File: src/rtl/execute_stage.sv
// Execute stage: input register set, ALU, and an iterative 32-cycle
// multiply/divide unit with HI/LO. Stalls upstream while an MD instruction
// sits in execute and the unit is still busy.
//
// state | meaning
// IDLE  | MD unit free; MD ops in execute start, MTHI/MTLO write, MFHI/MFLO read
// BUSY  | one multiply/divide iteration per cycle, count 0..31
module execute_stage #(
    parameter logic [7:0]  BUNDLE_RST = 8'h31,
    parameter int unsigned MD_CYCLES  = 32
) (
    input  logic        clk,
    input  logic        reset,
    input  logic [7:0]  bundle_in,
    input  logic [3:0]  alu_op_in,
    input  logic [3:0]  md_op_in,
    input  logic        alu_src_in,
    input  logic [31:0] reg_a_in,
    input  logic [31:0] reg_b_in,
    input  logic [31:0] imm_in,
    input  logic [4:0]  shamt_in,
    input  logic [4:0]  write_reg_in,
    input  logic [31:0] pc_seq_in,
    output logic [7:0]  bundle_out,
    output logic [31:0] address_out,
    output logic [31:0] reg_b_out,
    output logic [4:0]  write_reg_out,
    output logic [31:0] pc_seq_out,
    output logic        stall_out
);
    localparam logic [4:0] CNT_LAST = 5'(MD_CYCLES - 1);

    localparam logic [3:0] MD_MULT = 4'd1, MD_MULTU = 4'd2, MD_DIV = 4'd3, MD_DIVU = 4'd4;
    localparam logic [3:0] MD_MFHI = 4'd5, MD_MFLO = 4'd6, MD_MTHI = 4'd7, MD_MTLO = 4'd8;

    typedef enum logic {ST_IDLE, ST_BUSY} md_state_e;

    md_state_e   state_q, state_d;
    logic [4:0]  cnt_q, cnt_d;

    logic [7:0]  bundle_q;
    logic [3:0]  alu_op_q, md_op_q;
    logic        alu_src_q;
    logic [31:0] reg_a_q, reg_b_q, imm_q, pc_seq_q;
    logic [4:0]  shamt_q, write_reg_q;

    logic        is_div_q, neg_lo_q, neg_hi_q;
    logic [31:0] mag_q, w_hi_q, w_lo_q, hi_q, lo_q;

    logic        md_arith, md_any, md_load, md_step, md_done;

    assign md_arith  = (md_op_q >= MD_MULT) && (md_op_q <= MD_DIVU);
    assign md_any    = (md_op_q >= MD_MULT) && (md_op_q <= MD_MTLO);
    assign stall_out = (state_q == ST_BUSY) && md_any;

    // Input register set; held while the stage is stalled.
    always_ff @(posedge clk) begin
        if (reset) begin
            bundle_q    <= BUNDLE_RST;
            alu_op_q    <= '0;
            md_op_q     <= '0;
            alu_src_q   <= 1'b0;
            reg_a_q     <= '0;
            reg_b_q     <= '0;
            imm_q       <= '0;
            shamt_q     <= '0;
            write_reg_q <= '0;
            pc_seq_q    <= '0;
        end else if (!stall_out) begin
            bundle_q    <= bundle_in;
            alu_op_q    <= alu_op_in;
            md_op_q     <= md_op_in;
            alu_src_q   <= alu_src_in;
            reg_a_q     <= reg_a_in;
            reg_b_q     <= reg_b_in;
            imm_q       <= imm_in;
            shamt_q     <= shamt_in;
            write_reg_q <= write_reg_in;
            pc_seq_q    <= pc_seq_in;
        end
    end

    // MD state register.
    always_ff @(posedge clk) begin
        if (reset) begin
            state_q <= ST_IDLE;
            cnt_q   <= '0;
        end else begin
            state_q <= state_d;
            cnt_q   <= cnt_d;
        end
    end

    // MD next state and datapath strobes.
    always_comb begin
        state_d = state_q;
        cnt_d   = cnt_q;
        md_load = 1'b0;
        md_step = 1'b0;
        md_done = 1'b0;
        case (state_q)
            ST_IDLE: begin
                if (md_arith) begin
                    state_d = ST_BUSY;
                    cnt_d   = '0;
                    md_load = 1'b1;
                end
            end
            ST_BUSY: begin
                md_step = 1'b1;
                cnt_d   = cnt_q + 5'd1;
                if (cnt_q == CNT_LAST) begin
                    md_done = 1'b1;
                    state_d = ST_IDLE;
                    cnt_d   = '0;
                end
            end
            default: state_d = ST_IDLE;
        endcase
    end

    // Operand capture: iterate on magnitudes, remember which results to negate.
    // A zero divisor keeps the raw dividend so the remainder comes out unchanged.
    logic        op_signed, op_div, b_zero, a_neg, b_neg;
    logic [31:0] a_mag, b_mag, a_div;

    assign op_signed = (md_op_q == MD_MULT) || (md_op_q == MD_DIV);
    assign op_div    = (md_op_q == MD_DIV) || (md_op_q == MD_DIVU);
    assign b_zero    = (reg_b_q == 32'd0);
    assign a_neg     = op_signed && reg_a_q[31];
    assign b_neg     = op_signed && reg_b_q[31];
    assign a_mag     = a_neg ? -reg_a_q : reg_a_q;
    assign b_mag     = b_neg ? -reg_b_q : reg_b_q;
    assign a_div     = b_zero ? reg_a_q : a_mag;

    // One iteration: shift-add multiply or restoring divide step.
    logic [32:0] mul_sum, div_shift, div_sub;
    logic        div_ge;
    logic [31:0] it_hi, it_lo, fin_hi, fin_lo;
    logic [63:0] prod;

    assign mul_sum   = {1'b0, w_hi_q} + (w_lo_q[0] ? {1'b0, mag_q} : 33'd0);
    assign div_shift = {w_hi_q, w_lo_q[31]};
    assign div_ge    = div_shift >= {1'b0, mag_q};
    assign div_sub   = div_shift - {1'b0, mag_q};
    assign it_hi     = is_div_q ? (div_ge ? div_sub[31:0] : div_shift[31:0]) : mul_sum[32:1];
    assign it_lo     = is_div_q ? {w_lo_q[30:0], div_ge} : {mul_sum[0], w_lo_q[31:1]};
    assign prod      = neg_lo_q ? -{it_hi, it_lo} : {it_hi, it_lo};
    assign fin_hi    = is_div_q ? (neg_hi_q ? -it_hi : it_hi) : prod[63:32];
    assign fin_lo    = is_div_q ? (neg_lo_q ? -it_lo : it_lo) : prod[31:0];

    // MD working registers and architectural HI/LO.
    always_ff @(posedge clk) begin
        if (reset) begin
            is_div_q <= 1'b0;
            neg_lo_q <= 1'b0;
            neg_hi_q <= 1'b0;
            mag_q    <= '0;
            w_hi_q   <= '0;
            w_lo_q   <= '0;
            hi_q     <= '0;
            lo_q     <= '0;
        end else begin
            if (md_load) begin
                is_div_q <= op_div;
                neg_lo_q <= (a_neg ^ b_neg) && !(op_div && b_zero);
                neg_hi_q <= op_div && a_neg && !b_zero;
                mag_q    <= op_div ? b_mag : a_mag;
                w_hi_q   <= '0;
                w_lo_q   <= op_div ? a_div : b_mag;
            end else if (md_step) begin
                w_hi_q <= it_hi;
                w_lo_q <= it_lo;
            end
            if (md_done) begin
                hi_q <= fin_hi;
            end else if (state_q == ST_IDLE && md_op_q == MD_MTHI) begin
                hi_q <= reg_a_q;
            end
            if (md_done) begin
                lo_q <= fin_lo;
            end else if (state_q == ST_IDLE && md_op_q == MD_MTLO) begin
                lo_q <= reg_a_q;
            end
        end
    end

    // ALU on the registered operands.
    logic [31:0] op_b, alu_res;
    assign op_b = alu_src_q ? imm_q : reg_b_q;

    always_comb begin
        alu_res = op_b;
        case (alu_op_q)
            4'd0:  alu_res = reg_a_q + op_b;
            4'd1:  alu_res = reg_a_q - op_b;
            4'd2:  alu_res = reg_a_q & op_b;
            4'd3:  alu_res = reg_a_q | op_b;
            4'd4:  alu_res = reg_a_q ^ op_b;
            4'd5:  alu_res = ~(reg_a_q | op_b);
            4'd6:  alu_res = {31'd0, $signed(reg_a_q) < $signed(op_b)};
            4'd7:  alu_res = {31'd0, reg_a_q < op_b};
            4'd8:  alu_res = op_b << shamt_q;
            4'd9:  alu_res = op_b >> shamt_q;
            4'd10: alu_res = $signed(op_b) >>> shamt_q;
            4'd11: alu_res = op_b << reg_a_q[4:0];
            4'd12: alu_res = op_b >> reg_a_q[4:0];
            4'd13: alu_res = $signed(op_b) >>> reg_a_q[4:0];
            4'd14: alu_res = {op_b[15:0], 16'h0000};
            default: alu_res = op_b;
        endcase
    end

    assign address_out   = (md_op_q == MD_MFHI) ? hi_q :
                           (md_op_q == MD_MFLO) ? lo_q : alu_res;
    assign bundle_out    = stall_out ? BUNDLE_RST : bundle_q;
    assign write_reg_out = stall_out ? 5'd0 : write_reg_q;
    assign reg_b_out     = reg_b_q;
    assign pc_seq_out    = pc_seq_q;

endmodule

File: config.mk
export PLATFORM = sky130hd
export DESIGN_NAME = execute_stage
export DESIGN_NICKNAME = d
export VERILOG_FILES = /design/src/rtl/execute_stage.sv
export SDC_FILE = /design/constraint.sdc
export NUM_CORES = 2
export LEC_CHECK = 0
export CORE_MARGIN = 4
export CORE_UTILIZATION = 36
export CTS_CLUSTER_SIZE = 10
export DETAILED_ROUTE_END_ITERATION = 12
export SETUP_SLACK_MARGIN = 0.2
export SKIP_CTS_REPAIR_TIMING = 1
export SYNTH_ARGS = -nofsm -noshare
export SYNTH_HDL_FRONTEND = slang
export SYNTH_SLANG_ARGS = --single-unit
File: constraint.sdc
create_clock -name clk -period 11.9 [get_ports clk]
set_input_delay 3.57 -clock clk [delete_from_list [all_inputs] [get_ports clk]]
set_output_delay 3.57 -clock clk [all_outputs]
set_load 0.05 [all_outputs]
==> summary.log <==
qor: status.status finished, final reports clean
qor: logic_synthesis.synth-edff-count 0
qor: die.floorplan_die_width 310 um
qor: final_layout.fill_cells 9,427
qor: sta.share_of_the_cycle_needed_by_the_critical_path_after_routing 93.6%
qor: sta.max_slew.worst_pin.slew 1250 ps
qor: final_layout.multi_input_comb_area 24,500 um^2
qor: worst_setup_path.cp_data_arrival_time 7560 ps
qor: final_layout.seqCellArea 6490 um^2
qor: clocking.cts.root.buffer_cell clkbuf_16
qor: worst_setup_path.worstSetupPathType reg2out
qor: clocking.tritoncts_clock_tree built
qor: clocking.clkTransAtPathRegs 50 ps
qor: sta.fin_worst_skew 48.2 ps
qor: worst_setup_path.critical_path_peak_fanout 11
qor: sta.max_slew_violation_count 0
qor: worst_setup_path.crit-reg2reg-capture hi_q[26]
qor: logic_synthesis.syn_area_per_cell 6.93 um^2
qor: clocking.numClockSinks 324
qor: worst_setup_path.worstReg2RegStart mag_q[28]
qor: worst_hold_path.hp-class reg2reg
qor: final_layout.post_layout_nonfiller_instances 6,015
qor: logic_synthesis.async_reset_ff_share 0%
qor: die.design.portCount 267
qor: power_and_ir_drop.power_density 156 nW/um^2
qor: grt.grt_antenna_before_repair 7
qor: sta.timing.final.hold_violations 0
qor: logic_synthesis.syn-num-nets 5,053
qor: worst_hold_path.hold_start write_reg_q[4]
qor: place.place_inst 5,940
qor: grt.largest_net_degree_at_the_start_of_global_routing 84
qor: grt.grt_pass1_vias 35,000
qor: worst_setup_path.required 8330 ps
qor: clocking.clkLatencyLatePin 620 ps
qor: power_and_ir_drop.ir_drop 0.110 mV
qor: logic_synthesis.dominantRegCellSynth dfxtp_1
qor: final_layout.synth_to_final_area_change 16.4%
qor: logic_synthesis.synth.cell_area 32,800 um^2
qor: grt.groute.usage.overall 34.7%
qor: logic_synthesis.ys_ff_latch 324
qor: logic_synthesis.post_synth_inst_count 4,725
qor: job.drv.max_cap_violation_count 0
qor: final_layout.final_net_count 5,137
qor: die.die-height 310 um
qor: clocking.cts_max_level 2
qor: worst_setup_path.worstSetupStartpointType flop
qor: die.fp.coreArea 90,100 um^2
qor: place.dp_hpwl 135 mm
qor: sta.final.setup.tns 0 ps
qor: clocking.cts_made_buffers 43
qor: routing.detailroute.via_count 38,400
qor: die.initial_utilization 36.3%
qor: routing.detail_route.wl_per_cell 28.9 um
qor: place.total_of_buffers_placed_on_input_and_output_ports 266
qor: sta.max_slew_margin 14.4%
qor: logic_synthesis.netlist_top_cells_area dfxtp_1 20%, nand2_1 8.4%, a21oi_1 8.0%
qor: logic_synthesis.yosys.cell_types.count 103
qor: routing.drc 0
qor: logic_synthesis.sequential_to_total_area_share_from_yosys_stat 19.8%
qor: clocking.clk_buf_depth 3
qor: routing.vias_per_cell 6.38
qor: sta.fmaxAchievable 89.8 MHz
qor: die.fp-row-count 110
qor: sta.min_period 11,130 ps
qor: power_and_ir_drop.power_leakage 15.1 nW
qor: routing.detail_route.iter0.violations 5,414
qor: worst_hold_path.hold_path_cell_cnt 2
qor: worst_setup_path.timing.critical_path.to_type primary output
qor: final_layout.drive_gt1_share 6.62%
qor: sta.setup_viol_count_final 0
qor: logic_synthesis.synthesis_warning_total 0
qor: grt.grt_first_pass_wirelength 248 mm
qor: grt.grt-ovfl-total 0
qor: routing.wl 174 mm
qor: worst_setup_path.reg2reg_setup_slack 5800 ps
qor: logic_synthesis.yosys.area.top_type dfxtp_1
qor: die.floorplan.die_area 95,900 um^2
qor: place.global_placer_s_final_weighted_congestion 1.06
qor: sta.rsz0062_at_grt false
qor: worst_hold_path.sink_of_the_worst_hold_path write_reg_q[4]
qor: logic_synthesis.synth_top_area_share 19.8%
qor: worst_setup_path.rr_worst_depth 20
qor: routing.ant_nets 0
qor: routing.drt_pre_antenna_iters 6
-- kinds of logic after synthesis --
| kind of cell | synth area share [%] |
|---|---|
| buffers and inverters | 6.15 |
| AND/OR/NAND/NOR | 22.1 |
| adder cells (fa/ha/maj) | 6.62 |
| XOR/XNOR | 5.03 |
| flip-flops | 19.8 |
| AO/OA/AOI/OAI | 32.0 |
| multiplexers | 8.24 |
-- power breakdown --
group / internal, mW / switching (mW)
Sequential: 1.18 / 0.143
Clock: 0.739 / 0.545
Combinational: 1.04 / 2.29
-- critical path, cell delays in order, from the launching register on --
cell,delay [ps]
dfxtp_2,490
mux2i_1,770
inv_1,370
fa_1,530
a21oi_1,170
o21bai_1,140
a2111oi_0,670
or4b_2,280
nand2_1,110
a2111oi_0,1110
o31ai_1,200
a21oi_1,370
nand2_1,90
o211ai_1,110
a211oi_1,90
o21ai_0,550
clkdlybuf4s50_1,940
-- per-layer routing --
metal / track usage [%] / vias up / share of wire, %
met5: 0 / - / 0.0075
met4: 14.7 / 2 / 5.1
met3: 9.13 / 411 / 12
met2: 50.2 / 2417 / 41
met1: 48.6 / 18200 / 43
li1: - / 17400 / -
-- cell usage after synthesis, types with 27 or more instances --
master	number
o211ai_1	110
a211oi_1	175
and2_1	53
o31ai_1	28
o21ai_0	263
buf_1	30
nand4_1	33
o22ai_1	37
nor2_1	456
nand2b_1	27
mux2i_1	245
o21bai_1	29
nand2_1	733
nor4_1	27
xnor2_1	124
a22oi_1	76
nand3_1	65
xor2_1	64
clkbuf_1	326
a21oi_1	522
a221oi_1	33
nor3_1	82
a21o_1	54
or3_1	33
inv_1	153
ha_1	167
dfxtp_1	324
a31oi_1	45
-- per-stage QoR --
step,utilization (%),hold WS (ps),setup WS (ps),total power [mW],instance area (um^2)
6_report,42.3,444,765,5.95,38100
2_1_floorplan,-,427,3010,3.37,32800
3_5_place_dp,40.8,440,1740,4.56,36800
4_1_cts,42.3,448,1070,5.86,38100
3_3_place_gp,40.8,434,1660,4.56,36800
5_1_grt,42.3,464,575,6.19,38100
-- how the worst max path moves through the flow --
stage                    from              end  slack, ps  cells past startpoint
floorplan           alu_src_q  address_out[29]       3010                     16
global placement    alu_src_q  address_out[30]       1660                     16
detailed placement  alu_src_q  address_out[30]       1740                     16
CTS                 alu_src_q  address_out[30]       1070                     16
global route        alu_src_q  address_out[26]        570                     16
finish              alu_src_q  address_out[26]        770                     16
-- area by class of cell --
cell class | instances | share of cell area [%]
Multi-Input combinational cell | 3872 | 64.2
Sequential cell | 324 | 17.0
Timing Repair Buffer | 408 | 9.80
Tap cell | 1176 | 3.86
Clock buffer | 61 | 3.13
Inverter | 160 | 1.59
Clock inverter | 11 | 0.341
Antenna cell | 3 | 0.0197
-- cell usage in the layout, fill, tap and decap left out, types with 153 or more instances in the layout --
cell type / netlist / final
nand2_1: 733 / 731
a21oi_1: 522 / 516
nor2_1: 456 / 454
dfxtp_1: 324 / 321
clkdlybuf4s50_1: 0 / 265
o21ai_0: 263 / 262
mux2i_1: 245 / 233
a211oi_1: 175 / 175
ha_1: 167 / 167
inv_1: 153 / 153
Note: power is estimated with default switching activity, not from simulation.
